==> config.mk <==
export PLATFORM = sky130hd
export DESIGN_NAME = uart_tx
export DESIGN_NICKNAME = d
export VERILOG_FILES = /design/src/rtl/uart_tx_pkg.sv /design/src/rtl/uart_baud_tick.sv /design/src/rtl/uart_tx.sv
export SDC_FILE = /design/constraint.sdc
export NUM_CORES = 1
export LEC_CHECK = 0
export ABC_AREA = 1
export CORE_MARGIN = 2
export CORE_UTILIZATION = 55
export DETAILED_ROUTE_END_ITERATION = 8
export GPL_ROUTABILITY_DRIVEN = 0
export PLACE_DENSITY = 0.79
export SYNTH_ARGS = -nofsm -noshare
export SYNTH_HDL_FRONTEND = slang
export SYNTH_SLANG_ARGS = --single-unit
==> constraint.sdc <==
create_clock -name clk -period 4.95 [get_ports clk]
set_input_delay 0.7425 -clock clk [delete_from_list [all_inputs] [get_ports clk]]
set_output_delay 0.7425 -clock clk [all_outputs]
set_load 0.05 [all_outputs]
==> src/rtl/uart_tx_pkg.sv <==
// Shared UART definitions: data width, transmitter state encoding, bench item.
// UART_TX_BREAK_EN adds the BREAK state.
package UART_item_pack;

  localparam int WIDTH_DATABITS = 8;
  localparam logic TX_IDLE_LEVEL = 1'b1;

  typedef enum logic [2:0] {
    IDLE,
    START,
    DATA,
    PARITY,
`ifdef UART_TX_BREAK_EN
    STOP,
    BREAK
`else
    STOP
`endif
  } uart_tx_state_t;

  typedef struct packed {
    logic [WIDTH_DATABITS-1:0] in;
    logic                      valid_in;
    logic                      parity_en;
    logic                      parity_odd;
    logic                      stop2;
  } UART_input_item;

endpackage

==> src/rtl/uart_baud_tick.sv <==
// Bit-period counter: tick is high on the last clk of each bit while enabled.
module uart_baud_tick #(
  parameter int CLKS_PER_BIT = 16
) (
  input  logic clk,
  input  logic rst,
  input  logic enable,
  output logic tick
);

  localparam int CW = (CLKS_PER_BIT > 1) ? $clog2(CLKS_PER_BIT) : 1;
  localparam logic [CW-1:0] LAST = CW'(CLKS_PER_BIT - 1);

  logic [CW-1:0] cnt;

  always_ff @(posedge clk or posedge rst) begin
    if (rst)                        cnt <= '0;
    else if (!enable || cnt == LAST) cnt <= '0;
    else                            cnt <= cnt + CW'(1);
  end

  assign tick = enable && (cnt == LAST);

endmodule

==> src/rtl/uart_tx.sv <==
// UART transmitter: start, LSB-first data, optional parity, 1/2 stop bits.
// UART_TX_BREAK_EN adds break_req and a BREAK state (line held low).
module uart_tx #(
  parameter int WIDTH_DATABITS = UART_item_pack::WIDTH_DATABITS,
  parameter int CLKS_PER_BIT   = 16
) (
  input  logic                      clk,
  input  logic                      rst,
  input  logic [WIDTH_DATABITS-1:0] in,
  input  logic                      valid_in,
  output logic                      ready_in,
  input  logic                      parity_en,
  input  logic                      parity_odd,
  input  logic                      stop2,
`ifdef UART_TX_BREAK_EN
  input  logic                      break_req,
`endif
  output logic                      tx,
  output logic                      busy,
  output logic                      done
);

  import UART_item_pack::*;

  localparam int IW = $clog2(WIDTH_DATABITS);
  localparam logic [IW-1:0] LAST_IDX = IW'(WIDTH_DATABITS - 1);

  uart_tx_state_t            state, state_n;
  logic [IW-1:0]             idx, idx_n;
  logic [WIDTH_DATABITS-1:0] data_q, data_n;
  logic                      pe_q, pe_n, po_q, po_n, s2_q, s2_n;
  logic                      tx_n, done_n, tick, baud_en;
`ifdef UART_TX_BREAK_EN
  logic                      brk_rel, brk_rel_n;
`endif

  assign ready_in = (state == IDLE);
  assign busy     = (state != IDLE);

  // In BREAK the bit-time only starts once break_req has been released.
`ifdef UART_TX_BREAK_EN
  assign baud_en = busy && !(state == BREAK && !brk_rel);
`else
  assign baud_en = busy;
`endif

  uart_baud_tick #(.CLKS_PER_BIT(CLKS_PER_BIT)) u_baud (
    .clk    (clk),
    .rst    (rst),
    .enable (baud_en),
    .tick   (tick)
  );

  always_comb begin
    state_n   = state;
    idx_n     = idx;
    data_n    = data_q;
    pe_n      = pe_q;
    po_n      = po_q;
    s2_n      = s2_q;
    done_n    = 1'b0;
`ifdef UART_TX_BREAK_EN
    brk_rel_n = brk_rel;
`endif
    case (state)
      IDLE: begin
`ifdef UART_TX_BREAK_EN
        if (break_req) begin
          state_n   = BREAK;
          brk_rel_n = 1'b0;
        end else
`endif
        if (valid_in) begin
          state_n = START;
          idx_n   = '0;
          data_n  = in;
          pe_n    = parity_en;
          po_n    = parity_odd;
          s2_n    = stop2;
        end
      end
      START: if (tick) begin
        state_n = DATA;
        idx_n   = '0;
      end
      DATA: if (tick) begin
        if (idx == LAST_IDX) begin
          idx_n   = '0;
          state_n = pe_q ? PARITY : STOP;
        end else begin
          idx_n = idx + IW'(1);
        end
      end
      PARITY: if (tick) state_n = STOP;
      // idx doubles as the stop-bit counter for two-stop-bit frames
      STOP: if (tick) begin
        if (s2_q && idx == '0) begin
          idx_n = IW'(1);
        end else begin
          state_n = IDLE;
          idx_n   = '0;
          done_n  = 1'b1;
        end
      end
`ifdef UART_TX_BREAK_EN
      BREAK: begin
        if (!brk_rel) begin
          if (!break_req) brk_rel_n = 1'b1;
        end else if (tick) begin
          state_n   = IDLE;
          brk_rel_n = 1'b0;
        end
      end
`endif
      default: state_n = IDLE;
    endcase

    // tx is registered from the next-state view so it lines up with state
    case (state_n)
      START:   tx_n = 1'b0;
      DATA:    tx_n = data_n[idx_n];
      PARITY:  tx_n = (^data_n) ^ po_n;
`ifdef UART_TX_BREAK_EN
      BREAK:   tx_n = brk_rel_n;
`endif
      default: tx_n = TX_IDLE_LEVEL;
    endcase
  end

  always_ff @(posedge clk or posedge rst) begin
    if (rst) begin
      state   <= IDLE;
      idx     <= '0;
      data_q  <= '0;
      pe_q    <= 1'b0;
      po_q    <= 1'b0;
      s2_q    <= 1'b0;
      tx      <= TX_IDLE_LEVEL;
      done    <= 1'b0;
`ifdef UART_TX_BREAK_EN
      brk_rel <= 1'b0;
`endif
    end else begin
      state   <= state_n;
      idx     <= idx_n;
      data_q  <= data_n;
      pe_q    <= pe_n;
      po_q    <= po_n;
      s2_q    <= s2_n;
      tx      <= tx_n;
      done    <= done_n;
`ifdef UART_TX_BREAK_EN
      brk_rel <= brk_rel_n;
`endif
    end
  end

endmodule

==> flow_metrics.tcl, run 1 <==
set metrics [dict create \
    rows 18 \
    synth-xor-area-share_pct 0.588 \
    worstMarginPinSlew_ps 881 \
    yosysSeqAreaShare_pct 38.7 \
    skew_ps 13.5 \
    stdcell_count 267 \
    ys_types 26 \
    num_antenna_cells 0 \
    cts_sinks 23 \
    layout_common_cells "nand2_1 (84), inv_1 (29), nand3_1 (29), dfrtp_1 (22), clkdlybuf4s50_1 (17)" \
    cts_setup_buffers 0 \
    htree_levels 1 \
    syn_avg_cell_area_um2 6.86 \
    synth_top_family_by_area "simple AND/OR/NAND/NOR gates" \
    fin_crit_ps 2830 \
    rr_endpoint "tx$_DFF_PP1_" \
    slew_violations 0 \
    grt_usage_pct 22.0 \
    arrival_ps 2090 \
    routed_wirelength_mm 3.00 \
    initial_utilization_pct 59.0 \
    worst_slack_ps 2120 \
    start_kind "flip-flop" \
    crit_path_top_delay_cell "clkdlybuf4s50_1" \
    grt_pass1_wl_mm 5.56 \
    nFillCells 233 \
    die-area_um2 3140 \
    hold_end "u_baud.cnt[0]$_DFF_PP0_" \
    max_cap_violations 0 \
    grt_overflow_total 0 \
    area_growth_syn_to_layout_pct 15.2 \
    multiInputGateArea_um2 762 \
    first_global_vias 1398 \
    die_y_um 56.0 \
    worst-path-buf-inv 2 \
    dpl.hpwl_mm 2.33 \
    drive_above_1_share_pct 10.5 \
    required_ps 4210 \
    dp_cells 263 \
    drt-pass1-iter-count 5 \
    ir_drop_mv 0.145 \
    leakage_nw 0.977 \
    synth-simple-area-share_pct 42.9 \
    synthMuxAreaShare_pct 0 \
    fin_nets 256 \
    viasPerCell 5.15 \
    final_common_cell "nand2_1" \
    antenna_found_initial 0 \
    fin_crit_sh_pct 57.2 \
    syn-num-nets 235 \
    numCtsBuffers 3 \
    reg2reg_depth 12 \
    setup_violations 0 \
    core_area_um2 2520 \
    synthAdderAreaFrac_pct 3.36 \
    post_cts_resized 0 \
    syn_inst 217 \
    clkTransAtPathRegs_ps 140 \
    grt_max_degree 24 \
    crit_family "buffers and inverters" \
    worstSetupPathType "reg -> out" \
    ios 18 \
    crit_path_end_kind "primary output" \
    synth_compound_area_share_pct 4.37 \
    cts_buffer_depth 2 \
    post-place-ws_ps 2310 \
    min-delay-start "u_baud.cnt[0]$_DFF_PP0_" \
    seq_area_um2 577 \
    drc_errors 0 \
    clock.fmax_mhz 353 \
    drt_iter0_drc 43 \
    die_x_um 56.0 \
    whs_path_depth 1 \
    antenna_left 0 \
    ys_warn_count 0 \
    cpPeakStageDelay_ps 820 \
    wire_per_inst_um 11.2 \
    crit_fanout 9 \
    netlist_area_um2 1490 \
    vias 1376 \
    synth.ff_latch_count 23 \
    hold_class "reg -> reg" \
    hold_buffers 0 \
    cp_cell_sequence "nor2_4 -> nand2_4 -> inv_2 -> clkdlybuf4s50_1" \
    clkLatencyLatePin_ps 310 \
    powerDensity_nw_per_um2 190 \
    root_buffer "clkbuf_4" \
    rrSetupSlack_ps 2850 \
    tns_ps 0 \
    slew_headroom_pct 41.2 \
    rsz0062_at_grt "no" \
    r2r-start "u_baud.cnt[0]$_DFF_PP0_" \
    hold_viol_final 0 \
    port_buffers 17 \
    status "complete, no violations" \
    cts_tree "built" \
]
[sequential cells by signal (all words and copies together) (netlist names), 3 cells and up]
signal / cells
state: 3
data_q: 8
u_baud.cnt: 4
idx: 3
[per-stage QoR]
| step | instance area (um2) | hold WS (ps) | util, % | total power [mW] |
|---|---|---|---|---|
| after CTS | 1720 | 490 | 68.0 | 0.329 |
| after global routing | 1720 | 516 | 68.0 | 0.344 |
| after floorplan | 1490 | 433 | - | 0.223 |
| after global placement | 1690 | 449 | 66.8 | 0.239 |
| after detailed placement | 1690 | 471 | 66.8 | 0.240 |
| final | 1720 | 484 | 68.0 | 0.326 |
[logic make-up (layout without fill, tap and decap cells)]
family,count (synthesis),count (layout)
simple gates,140,140
buf+inv,38,58
flops,23,23
compound gates,11,11
fa+ha+maj,4,4
xor+xnor,1,1
[final cells by class]
class                      count  area share, %
inverter                      37           8.10
tap                           30           2.19
clock inverter                 1          0.438
multi-input combinational    156           44.4
timing repair buffer          17           9.92
clock buffer                   3           1.31
sequential                    23           33.6
[worst max-delay path by stage]
stage / start / end / slack [ps] / depth (start not counted)
after floorplan: state[0]$_DFF_PP0_ / tx$_DFF_PP1_ / 2970 / 16
after global placement: valid_in / tx$_DFF_PP1_ / 2360 / 14
after detailed placement: valid_in / tx$_DFF_PP1_ / 2310 / 14
after CTS: state[0]$_DFF_PP0_ / ready_in / 2140 / 4
after global routing: state[0]$_DFF_PP0_ / ready_in / 2070 / 4
final: state[0]$_DFF_PP0_ / ready_in / 2120 / 4
[power breakdown]
part           total [mW]  internal, mW  switching [mW]  leakage (nW)
Sequential          0.195         0.193         0.00185         0.282
Clock              0.0894        0.0308          0.0586        0.0139
Combinational      0.0417        0.0183          0.0233         0.681
[cell usage after synthesis, drive strengths merged]
master | instances | area, um2
nor3b | 1 | 7.51
or2 | 2 | 12.5
nor2 | 12 | 71.3
dfstp | 1 | 26.3
o311ai | 1 | 8.76
nand2 | 90 | 363
inv | 37 | 139
buf | 1 | 11.3
o21ai | 9 | 48.8
xor2 | 1 | 8.76
nand3 | 29 | 145
dfrtp | 22 | 551
nand4 | 3 | 18.8
ha | 4 | 50.1
nor3 | 3 | 20.0
a21boi | 1 | 7.51
[layer usage]
metal / vias to the layer above / global-route usage, % / share of wire (%)
li1: 719 / - / -
met1: 615 / 24.3 / 44
met2: 34 / 41.0 / 50
met3: 8 / 2.56 / 3.9
met4: 0 / 10.9 / 1.8
met5: - / 0 / 0
Power figures use the tool's default switching activity.
==> run 2, diff against run 1 <==
--- a/config.mk
+++ b/config.mk
@@ -7,10 +7,10 @@
 export LEC_CHECK = 0
 export ABC_AREA = 1
 export CORE_MARGIN = 2
-export CORE_UTILIZATION = 55
+export CORE_UTILIZATION = 50
 export DETAILED_ROUTE_END_ITERATION = 8
 export GPL_ROUTABILITY_DRIVEN = 0
-export PLACE_DENSITY = 0.79
+export PLACE_DENSITY = 0.76
 export SYNTH_ARGS = -nofsm -noshare
 export SYNTH_HDL_FRONTEND = slang
 export SYNTH_SLANG_ARGS = --single-unit
==> constraint.sdc (replaced) <==
create_clock -name clk -period 2.6 [get_ports clk]
set_input_delay 0.39 -clock clk [delete_from_list [all_inputs] [get_ports clk]]
set_output_delay 0.39 -clock clk [all_outputs]
set_load 0.05 [all_outputs]
==> flow_metrics.tcl, run 2 (synthesis gave the netlist of run 1 again) <==
set metrics [dict create \
    clkTransAtPathRegs_ps 120 \
    slew_headroom_pct 67.1 \
    antenna_left 0 \
    worst_slack_ps 146 \
    ios 18 \
    largest-register "data_q" \
    ir_drop_mv 0.244 \
    drive_above_1_share_pct 10.9 \
    rsz0062_at_grt "no" \
    worstSetupPathType "reg -> out" \
    viasPerCell 5.05 \
    arrival_ps 2060 \
    r2r-start "state[0]$_DFF_PP0_" \
    grt_overflow_total 0 \
    skew_ps 2.68 \
    die_y_um 58.6 \
    tns_ps 0 \
    vias 1364 \
    hold_buffers 0 \
    powerDensity_nw_per_um2 354 \
    die_x_um 58.6 \
    leakage_nw 0.988 \
    cts_buffer_depth 2 \
    antenna_found_initial 0 \
    drt_iter0_drc 31 \
    wire_per_inst_um 10.7 \
    num_antenna_cells 0 \
    routed_wirelength_mm 2.88 \
    core_area_um2 2780 \
    fin_crit_sh_pct 94.4 \
    max_cap_violations 0 \
    layout_common_cells "nand2_1 (84), inv_1 (29), nand3_1 (29), dfrtp_1 (22), clkdlybuf4s50_1 (17)" \
    post-place-ws_ps 350 \
    final_common_cell "nand2_1" \
    dpl.hpwl_mm 2.30 \
    grt_max_degree 24 \
    worstMarginPinSlew_ps 493 \
    largest_register_ffs 8 \
    cts_setup_buffers 0 \
    fin_nets 258 \
    drc_errors 0 \
    seq_area_um2 577 \
    start_kind "flip-flop" \
    hold_viol_final 0 \
    cts_tree "built" \
    required_ps 2210 \
    initial_utilization_pct 53.5 \
    cts_sinks 23 \
    port_buffers 17 \
    post_cts_resized 0 \
    setup_violations 0 \
    reg_top3 "data_q x8, u_baud.cnt x4" \
    numCtsBuffers 3 \
    clock.fmax_mhz 408 \
    fin_crit_ps 2450 \
    grt_pass1_wl_mm 5.09 \
    crit_start "state[0]$_DFF_PP0_" \
    first_global_vias 1227 \
    crit_fanout 9 \
    htree_levels 1 \
    root_buffer "clkbuf_4" \
    multiInputGateArea_um2 762 \
    die-area_um2 3430 \
    slew_violations 0 \
    grt_usage_pct 19.6 \
    drt-pass1-iter-count 4 \
    area_growth_syn_to_layout_pct 16.1 \
    rows 19 \
    placed_area_um2 1700 \
    clkLatencyLatePin_ps 310 \
    crit_path_end_kind "primary output" \
    status "complete, no violations" \
    final_cell_area_um2 1730 \
    nFillCells 273 \
    hold_class "in -> async" \
]
run 2: area by class of cell:
type,instances,area share [%]
tap,31,2.24
timing repair buffer,19,10.7
sequential,23,33.4
multi-input combinational,156,44.1
inverter,37,8.04
clock buffer,4,1.52
run 2: critical path, cell delays in order (launching register included):
cell,delay [ps]
dfrtp_1,480
nor2_4,190
nand2_4,130
inv_2,130
clkdlybuf4s50_1,810
run 2: per-stage QoR:
| stage | power (mW) | hold WS [ps] | std cells | utilization, % |
|---|---|---|---|---|
| floorplan | 0.424 | 391 | 217 | - |
| global placement | 0.457 | 452 | 266 | 61.2 |
| detailed placement | 0.459 | 462 | 266 | 61.2 |
| CTS | 0.626 | 407 | 270 | 62.1 |
| global route | 0.654 | 439 | 270 | 62.1 |
| finish | 0.612 | 408 | 270 | 62.1 |
run 2: routing by layer:
layer / global-route usage, % / wire, um / up-vias
met2: 32.9 / 1430 / 20
met1: 25.0 / 1300 / 614
li1: - / - / 723
met4: 8.77 / 61 / 0
met5: 0 / 0 / -
met3: 2.86 / 83 / 7
run 2: where the power goes:
group	switching, mW	total (mW)	internal [mW]
sequential	0.00347	0.371	0.367
clock	0.102	0.162	0.0599
combinational	0.0435	0.0794	0.0359
total	0.149	0.612	0.463
run 2: path summary, 6_finish.rpt:
path | slack, ps | cells past startpoint | endpoint
min in group clk | 470 | 1 | u_baud.cnt[0]$_DFF_PP0_
max in group asynchronous | 1910 | 3 | tx$_DFF_PP1_
max reg2reg | 650 | 15 | tx$_DFF_PP1_
min | 410 | 3 | data_q[6]$_DFF_PP0_
min reg2reg | 470 | 1 | u_baud.cnt[0]$_DFF_PP0_
max | 150 | 4 | ready_in
